[src/rtl/adder_ctrl_pkg.sv]
// Shared types and default parameters for the adder run controller.
package adder_ctrl_pkg;

  typedef enum logic [2:0] {
    IDLE,
    LOADB,
    SETTLE,
    ACCUM,
    WAIT_REL
  } ctrl_state_t;

  localparam int DEBOUNCE_CYCLES_DEF = 16;
  localparam int SETTLE_CYCLES_DEF   = 2;
  localparam int CNT_W_DEF           = 8;

endpackage

[src/rtl/adder_run_controller_btn_sync_debounce.sv]
// Two-flop synchronizer plus counting debouncer for one active-low push button.
// Emits a single registered pulse when the stable level goes 1 -> 0.
module btn_sync_debounce
  import adder_ctrl_pkg::*;
#(
  parameter int DEBOUNCE_CYCLES = DEBOUNCE_CYCLES_DEF
) (
  input  logic Clk,
  input  logic Reset_L,
  input  logic raw_l,
  output logic level,
  output logic press
);

  localparam int CW = $clog2(DEBOUNCE_CYCLES + 1);

  logic          sync_p0;
  logic          sync_p1;
  logic [CW-1:0] cnt;

  always_ff @(posedge Clk) begin
    if (!Reset_L) begin
      sync_p0 <= 1'b1;
      sync_p1 <= 1'b1;
      level   <= 1'b1;
      cnt     <= '0;
      press   <= 1'b0;
    end else begin
      sync_p0 <= raw_l;
      sync_p1 <= sync_p0;
      press   <= 1'b0;
      if (sync_p1 == level) begin
        cnt <= '0;
      end else if (cnt == CW'(DEBOUNCE_CYCLES)) begin
        // Level was 1 before the flip only for a press; releases stay silent.
        level <= ~level;
        cnt   <= '0;
        press <= level;
      end else begin
        cnt <= cnt + CW'(1);
      end
    end
  end

endmodule

[src/rtl/adder_run_controller.sv]
// Button-driven sequencer for the 16-bit adder/register datapath: one load_b or
// load_g enable pulse per debounced press, plus accumulate count and sticky carry.
module adder_run_controller
  import adder_ctrl_pkg::*;
#(
  parameter int DEBOUNCE_CYCLES = DEBOUNCE_CYCLES_DEF,
  parameter int SETTLE_CYCLES   = SETTLE_CYCLES_DEF,
  parameter int CNT_W           = CNT_W_DEF
) (
  input  logic             Clk,
  input  logic             Reset_L,
  input  logic             LoadB_L,
  input  logic             Run_L,
  input  logic             cout,
  output logic             load_b,
  output logic             load_g,
  output logic             busy,
  output logic             overflow,
  output logic [CNT_W-1:0] op_count
);

  localparam int SETTLE_W = (SETTLE_CYCLES > 1) ? $clog2(SETTLE_CYCLES) : 1;

  ctrl_state_t         state, state_next;
  logic [SETTLE_W-1:0] settle_cnt, settle_next;
  logic                level_loadb, press_loadb;
  logic                level_run, press_run;

  function automatic logic [CNT_W-1:0] sat_inc(input logic [CNT_W-1:0] v);
    return (&v) ? v : v + CNT_W'(1);
  endfunction

  btn_sync_debounce #(.DEBOUNCE_CYCLES(DEBOUNCE_CYCLES)) u_db_loadb (
    .Clk     (Clk),
    .Reset_L (Reset_L),
    .raw_l   (LoadB_L),
    .level   (level_loadb),
    .press   (press_loadb)
  );

  btn_sync_debounce #(.DEBOUNCE_CYCLES(DEBOUNCE_CYCLES)) u_db_run (
    .Clk     (Clk),
    .Reset_L (Reset_L),
    .raw_l   (Run_L),
    .level   (level_run),
    .press   (press_run)
  );

  always_ff @(posedge Clk) begin
    if (!Reset_L) begin
      state      <= IDLE;
      settle_cnt <= '0;
    end else begin
      state      <= state_next;
      settle_cnt <= settle_next;
    end
  end

  // Presses outside IDLE are simply ignored, so held or repeated buttons never queue.
  always_comb begin
    state_next  = state;
    settle_next = settle_cnt;
    unique case (state)
      IDLE: begin
        if (press_loadb) begin
          state_next = LOADB;
        end else if (press_run) begin
          state_next  = SETTLE;
          settle_next = SETTLE_W'(SETTLE_CYCLES - 1);
        end
      end
      LOADB:    state_next = WAIT_REL;
      SETTLE: begin
        if (settle_cnt == '0) state_next = ACCUM;
        else                  settle_next = settle_cnt - SETTLE_W'(1);
      end
      ACCUM:    state_next = WAIT_REL;
      WAIT_REL: if (level_loadb && level_run) state_next = IDLE;
      default:  state_next = IDLE;
    endcase
  end

  always_ff @(posedge Clk) begin
    if (!Reset_L) begin
      overflow <= 1'b0;
      op_count <= '0;
    end else if (state == LOADB) begin
      overflow <= 1'b0;
      op_count <= '0;
    end else if (state == ACCUM) begin
      overflow <= overflow | cout;
      op_count <= sat_inc(op_count);
    end
  end

  assign load_b = (state == LOADB);
  assign load_g = (state == ACCUM);
  assign busy   = (state != IDLE);

endmodule

[config.mk]
export PLATFORM = sky130hd
export DESIGN_NAME = adder_run_controller
export DESIGN_NICKNAME = d
export VERILOG_FILES = /design/src/rtl/adder_ctrl_pkg.sv /design/src/rtl/adder_run_controller_btn_sync_debounce.sv /design/src/rtl/adder_run_controller.sv
export SDC_FILE = /design/constraint.sdc
export NUM_CORES = 1
export LEC_CHECK = 0
export CORE_MARGIN = 2
export CORE_UTILIZATION = 35
export CTS_BUF_LIST = sky130_fd_sc_hd__clkbuf_16
export DETAILED_ROUTE_END_ITERATION = 10
export MAX_ROUTING_LAYER = met4
export PLACE_DENSITY = 0.59
export SETUP_SLACK_MARGIN = 0.3
export SYNTH_ARGS = -nofsm -noshare
export SYNTH_HDL_FRONTEND = slang
export SYNTH_SLANG_ARGS = --single-unit
[constraint.sdc]
create_clock -name Clk -period 1.8 [get_ports Clk]
set_clock_uncertainty 0.1 [all_clocks]
set_input_delay 0.54 -clock Clk [delete_from_list [all_inputs] [get_ports Clk]]
set_output_delay 0.54 -clock Clk [all_outputs]
set_load 0.01 [all_outputs]
---- Yosys cells after proc, flatten, opt, wreduce, memory -nomap -nowiden ----
Cells that the tools add are included.
storage, ports and cells
  bits in registers ....................... 31
  bits of input ports ..................... 5
  output and inout port bits .............. 12
  word-level logic and storage cells ...... 65
operators by class
  add/subtract/negate cells ............... 4
  equal/unequal tests ..................... 13
  mux-type cells .......................... 9
  bitwise operators ....................... 9
  reduce and logical (&&, ||, !) cells .... 16
operator list
  operator               number
  $mux W3                4
  $pmux W3 S4            1
  $reduce_or A3 Y1       4
  $add A5 B1 Y5 const B  2
  $eq A5 B5 Y1 const B   2
  $add A8 B1 Y8 const B  1
  $not A1 Y1             8
  $reduce_and A8 Y1      1
  $eq A3 B2 Y1 const B   2
  $ne A2 B2 Y1 const B   3
  $reduce_and A2 Y1      3
  $reduce_and A3 Y1      2
  $reduce_or A2 Y1       2
  $eq A3 B1 Y1 const B   1
  $eq A3 B3 Y1 const B   1
  $logic_not A3 Y1       1
  $mux W1                3
  $ne A3 B1 Y1 const B   1
  $reduce_bool A3 Y1     1
  $eq A1 B1 Y1           2
  $ne A2 B1 Y1 const B   1
  $pmux W1 S2            1
  $reduce_bool A2 Y1     1
  $logic_and A1 B1 Y1    1
  2 further kinds        2

---- Depth between registers and ports, before layout ----
Gate-level depths: netlist of run 1.
  word-level depth ........................ 3
  depth in mapped cells ................... 5
  depth with buffers taken out ............ 5

---- By module ----
Synthesis of run 1 repeated with hierarchy kept, for this count alone.
second synthesis, totals
  cell total of the unflattened synthesis .. 136
  area total of the unflattened synthesis .. 1326.3 sq um
by module, submodules not included
  module                times used  cells each  area an instance (sq um)  seq. area each (sq um)
  btn_sync_debounce     2           33          356.6                     180.2
  adder_run_controller  1           70          613.1                     260.2

---- Least setup slack after synthesis of run 1 ----
No wires, ideal clock.
  path type ............................... reg2out
  start ................................... reg state[1]
  end ..................................... out load_b
  arrival ................................. 1015 ps
  path slack .............................. 145 ps
  cell stages (with the launch flop) ...... 5
  cell sequence ........................... dfxtp_1 > buf_2 > or3b_1 > buf_2 > inv_1
on the way
  longest elaborated chain between the ends .. 1
RTL lines
  element                 line                        source
  start, declared         adder_run_controller.sv:24  ctrl_state_t state, state_next;
  start signal, assigned  adder_run_controller.sv:54  state <= state_next;
  $eq A3 B1 Y1            adder_run_controller.sv:96  assign load_b = (state == LOADB);
  end, declared           adder_run_controller.sv:15  output logic load_b,
No other way between the ends.

---- Worst setup path in the final report of run 1 ----
  start ................................... reg state[2]
  end ..................................... out load_b
Same word-level chain as after synthesis.

==> impl_metrics.json, run 1 <==
{
  "area_growth_pct": 38.7,
  "core_area_sq_um": 3690,
  "syn-num-nets": 154,
  "synth_top_area_frac": 0.461,
  "async_flop_share": 0,
  "cp_top_family": "simple AND/OR/NAND/NOR gates",
  "grt_max_degree": 11,
  "cpPeakStageDelay_ns": 0.41,
  "grt-ovfl-total": 0,
  "setup_viol": 0,
  "synth_warnings": 0,
  "hold_slack_ns": 0.310,
  "dp_slack_ns": -0.156,
  "cpMaxStageDelayCell": "or3b_4",
  "min_period_over_period": 0.995,
  "synth_edf_count": 0,
  "wl_per_cell_microns": 11.8,
  "pin_count": 17,
  "clock_sinks": 31,
  "clk_path_buf_depth": 2,
  "finalHoldViolCount": 0,
  "crit_cells": 3,
  "layout.nets": 189,
  "leakage_nw": 0.792,
  "firstDrtPassIters": 4,
  "crit_type": "reg -> out",
  "ir_worst_vdd_v": 0.000529,
  "ys.flop_type": "dfxtp_1",
  "clkTransAtPathRegs_ns": 0.05,
  "post-route-drc-count": 0,
  "power_mw": 1.64,
  "worstMarginPinSlew_ns": 0.285,
  "finalWirelength_microns": 2700,
  "drt.antenna.violating_nets": 0,
  "worstPathCellList": "or3b_4 -> inv_4 -> buf_6",
  "path_buf_inv": 2,
  "synth_cells": 144,
  "critPathLaunchType": "flip-flop",
  "die_w_microns": 66.0,
  "max_cap_violations": 0,
  "cp.required_ns": 1.16,
  "clockRootBuffer": "clkbuf_16",
  "finalCriticalPeriod_ns": 1.79,
  "synth_cell_type_count": 37,
  "rsz0062_at_grt": "true",
  "yosysMostFrequentCell": "dfxtp_1",
  "grt_first_pass_wirelength_microns": 4620,
  "ys_seq_elements": 31,
  "maxSlewHeadroom": 0.808,
  "dp_hpwl_microns": 1880,
  "min_path_type": "reg -> reg",
  "fmax_ghz": 0.559,
  "p_per_area_nw_per_um2": 882,
  "end_kind": "primary output",
  "seq_area_frac_synth": 0.461,
  "diodes": 0,
  "drt_iter0_drc": 29,
  "rrSetupSlack_ns": 0.30,
  "arrival_ns": 1.15,
  "slew_violations": 0,
  "cts_tree": "built",
  "fin_ws_ns": 0.00986,
  "cts_made_buffers": 5,
  "yosys.area.top_type": "dfxtp_1",
  "fp.dieH_microns": 66.0,
  "drt-vias-per-instance": 4.90,
  "status": "complete, no violations",
  "htree_num_levels": 2,
  "clkLatencyLatePin_ns": 0.27,
  "postCtsHoldBufs": 0,
  "io_buffers": 16,
  "routed-via-count": 1117,
  "whs_path_depth": 1,
  "synth_area_per_cell_sq_um": 9.34,
  "layout-drive-gt1-share": 0.317,
  "rows": 22,
  "start_util": 0.365,
  "worstPathMaxFanout": 4,
  "reg2reg_depth": 5,
  "antenna_found_initial": 0,
  "netlist_area_sq_um": 1350,
  "grt_pass1_vias": 1091,
  "synth_commonest_cells": "dfxtp_1 (31), nor2_1 (15), nand3_1 (13)",
  "ys_top_cells_by_area": "dfxtp_1 (46%), nand3_1 (4.8%), ha_1 (4.7%), mux2i_1 (4.5%), nor2_1 (4.2%)",
  "grtUsageTotal": 0.147,
  "gp_congestion": 0.795,
  "dieArea_sq_um": 4350
}
[worst reg2reg max path, stage by stage, from the launching register on]
cell      delay (ns)
dfxtp_2         0.33
buf_4           0.13
nand3b_4        0.15
buf_6           0.13
or4_4           0.48
a21oi_2         0.12
[through the flow]
step           instance area, sq um  TNS, ns  utilization  cells
6_report                       1870        0        0.506    228
5_1_grt                        1870  -0.0280        0.506    228
4_1_cts                        1870        0        0.506    227
3_5_place_dp                   1640   -0.285        0.445    216
3_3_place_gp                   1640   -0.252        0.445    216
2_1_floorplan                  1360        0            -    144
[logic make-up after synthesis]
kind of cell,after synthesis,synth area share
compound gates,15,0.0772
simple gates,64,0.274
mux,6,0.0447
flops,31,0.461
xor+xnor,8,0.0521
buf+inv,15,0.0437
fa+ha+maj,5,0.0465
[registers in the layout, indices dropped and copies added (netlist names)]
register	flops
u_db_run.sync_p1	1
op_count	8
u_db_run.sync_p0	1
u_db_run.cnt	5
overflow	1
u_db_loadb.press	1
u_db_loadb.level	1
u_db_run.press	1
u_db_loadb.sync_p0	1
u_db_loadb.cnt	5
settle_cnt	1
state	3
u_db_loadb.sync_p1	1
u_db_run.level	1
[power by group]
group	internal, mW	switching, mW
Combinational	0.0176	0.0167
Clock	0.643	0.273
Sequential	0.691	0.00324
Total	1.35	0.293
[layout by cell type (no fill, tap or decap), types with 4 or more instances in the layout]
master and count:
dfxtp_1 22, nand2_1 7, clkbuf_16 5, dfxtp_2 8
inv_1 9, xor2_1 5, nand2b_1 4, and3_1 5
buf_6 5, nand3_1 13, ha_1 4, mux2i_1 6
nor2_1 15, a21oi_1 4, buf_4 14
[layer usage]
metal / up-vias / global-route usage / wire (microns)
met5: - / - / 0
met4: 0 / 0.0765 / 19
met3: 2 / 0.0460 / 94
met2: 19 / 0.264 / 1440
met1: 529 / 0.140 / 1140
li1: 567 / - / -
[worst paths after layout]
kind / start / endpoint
setup reg to reg: state[2]$_SDFFE_PN0P_ / op_count[4]$_SDFFE_PP0P_
hold / removal: u_db_run.sync_p0$_SDFF_PN1_ / u_db_run.sync_p1$_SDFF_PN1_
setup / recovery: state[2]$_SDFFE_PN0P_ / load_b
hold reg to reg: u_db_run.sync_p0$_SDFF_PN1_ / u_db_run.sync_p1$_SDFF_PN1_
[cell type report]
| class | count | area (sq um) |
|---|---|---|
| clock inverter | 3 | 38.8 |
| tap | 48 | 60.1 |
| clock buffer | 5 | 125 |
| inverter | 11 | 43.8 |
| multi-input combinational | 98 | 699 |
| fill | 347 | 1820 |
| timing repair buffer | 32 | 264 |
| sequential | 31 | 634 |
[what timing repair did]
item	in CTS	in global routing
pin swaps	2	1
endpoints found under the hold margin	0	0
gates resized for setup	56	10
buffers inserted	3	1
setup endpoints to repair	18	13
No activity file was read; power rests on OpenSTA's default activity.
==> run 2, diff against run 1 <==
--- a/config.mk
+++ b/config.mk
@@ -8,9 +8,10 @@
 export CORE_MARGIN = 2
 export CORE_UTILIZATION = 35
 export CTS_BUF_LIST = sky130_fd_sc_hd__clkbuf_16
+export CTS_CLUSTER_DIAMETER = 30
 export DETAILED_ROUTE_END_ITERATION = 10
 export MAX_ROUTING_LAYER = met4
-export PLACE_DENSITY = 0.59
+export PLACE_DENSITY_LB_ADDON = 0.3
 export SETUP_SLACK_MARGIN = 0.3
 export SYNTH_ARGS = -nofsm -noshare
 export SYNTH_HDL_FRONTEND = slang
==> impl_metrics.json, run 2 (synthesized netlist as in run 1, its figures left out) <==
{
  "status": "complete, no violations",
  "ir_worst_vdd_v": 0.000605,
  "fp.dieH_microns": 66.0,
  "setup_viol": 0,
  "leakage_nw": 0.764,
  "clkLatencyLatePin_ns": 0.27,
  "cp.required_ns": 1.16,
  "core_area_sq_um": 3690,
  "min_path_type": "reg -> reg",
  "layout.nets": 184,
  "firstDrtPassIters": 4,
  "arrival_ns": 1.15,
  "post-route-drc-count": 0,
  "critPathLaunchType": "flip-flop",
  "clockRootBuffer": "clkbuf_16",
  "wl_per_cell_microns": 11.4,
  "grt-ovfl-total": 0,
  "clock_sinks": 31,
  "min_period_over_period": 0.995,
  "worstMarginPinSlew_ns": 0.382,
  "power_mw": 1.49,
  "mostFrequentLayoutCell": "dfxtp_1",
  "dp_hpwl_microns": 1810,
  "crit_type": "reg -> out",
  "fill_cells": 361,
  "grt_max_degree": 21,
  "io_buffers": 16,
  "drt_iter0_drc": 47,
  "mostFrequentLayoutCells": "dfxtp_1 (23), nor2_1 (15), nand3_1 (12), inv_1 (10), buf_4 (9)",
  "antenna_found_initial": 0,
  "cts_made_buffers": 5,
  "area_growth_pct": 34.6,
  "rows": 22,
  "finalWirelength_microns": 2550,
  "end_kind": "primary output",
  "gp_congestion": 0.785,
  "worstPathMaxFanout": 3,
  "drt.antenna.violating_nets": 0,
  "layout-drive-gt1-share": 0.280,
  "reg.largest.list": "op_count: 8 flops, u_db_loadb.cnt: 5 flops, u_db_run.cnt: 5 flops",
  "pin_count": 17,
  "cts_tree": "built",
  "slew_violations": 0,
  "largest_reg_flops": 8,
  "largest-register": "op_count",
  "maxSlewHeadroom": 0.742,
  "dieArea_sq_um": 4350,
  "htree_num_levels": 2,
  "clkTransAtPathRegs_ns": 0.05,
  "start_util": 0.365,
  "routed-via-count": 1094,
  "grtUsageTotal": 0.142,
  "place_inst": 213,
  "clk_path_buf_depth": 2,
  "finalCriticalPeriod_ns": 1.79,
  "rrSetupSlack_ns": 0.17,
  "final_cells": 223,
  "rsz0062_at_grt": "true",
  "fmax_ghz": 0.558,
  "p_per_area_nw_per_um2": 822,
  "grt_first_pass_wirelength_microns": 4530,
  "postCtsHoldBufs": 0,
  "hold_slack_ns": 0.301,
  "finalHoldViolCount": 0,
  "drt-vias-per-instance": 4.91,
  "die_w_microns": 66.0,
  "max_cap_violations": 0,
  "diodes": 0,
  "grt_pass1_vias": 1069
}
## run 2: cell types whose count changed in the layout (fill, tap and decap cells not counted), moves of 3 or more
cell,change
clkdlybuf4s15_2,-3
dfxtp_4,+3
buf_2,+3
dfxtp_2,-4
buf_4,-5
## run 2: layout make-up
class                           count  area, sq um  area share
Multi-Input combinational cell     98          707       0.390
Sequential cell                    31          641       0.354
Clock inverter                      3         11.3     0.00622
Tap cell                           48         60.1      0.0332
Timing Repair Buffer               27          223       0.123
Clock buffer                        5          125      0.0691
Inverter                           11         43.8      0.0242
## run 2: worst paths after layout
path | cells after the start | from | endpoint
min | 1 | u_db_loadb.sync_p0$_SDFF_PN1_ | u_db_loadb.sync_p1$_SDFF_PN1_
min reg2reg | 1 | u_db_loadb.sync_p0$_SDFF_PN1_ | u_db_loadb.sync_p1$_SDFF_PN1_
max reg2reg | 6 | state[2]$_SDFFE_PN0P_ | op_count[4]$_SDFFE_PP0P_
max | 3 | state[2]$_SDFFE_PN0P_ | load_b
## run 2: layer usage
layer	vias up	wire [microns]	track usage
met4	0	50	0.0740
met2	19	1200	0.227
met1	511	1150	0.156
li1	558	-	-
met3	6	152	0.0494
met5	-	0	-
## run 2: per-stage QoR
| step | worst slack [ns] | setup TNS [ns] | instance area, sq um | utilization |
|---|---|---|---|---|
| 2_1_floorplan | 0.180 | 0 | 1360 | - |
| 3_3_place_gp | -0.149 | -0.264 | 1630 | 0.442 |
| 3_5_place_dp | -0.164 | -0.300 | 1630 | 0.442 |
| 4_1_cts | -0.00273 | -0.00273 | 1820 | 0.492 |
| 5_1_grt | -0.0261 | -0.0261 | 1810 | 0.491 |
| 6_report | 0.00914 | 0 | 1810 | 0.491 |
## run 2: worst max-delay path, cell delays in order, from the launching register on
cell     delay, ns
dfxtp_2       0.32
or3b_4        0.41
inv_4         0.06
buf_6         0.09
## run 2: what timing repair did
item,CTS,global route
gates resized for setup,57,13
endpoints found under the setup margin,17,15
setup buffers,1,1
pin swaps,3,2
gates cloned,0,0
## run 2: power by group
part           switching, mW  total, mW  internal (mW)
combinational         0.0177     0.0368         0.0191
sequential           0.00312      0.691          0.687
clock                  0.265      0.760          0.495
total                  0.286       1.49           1.20
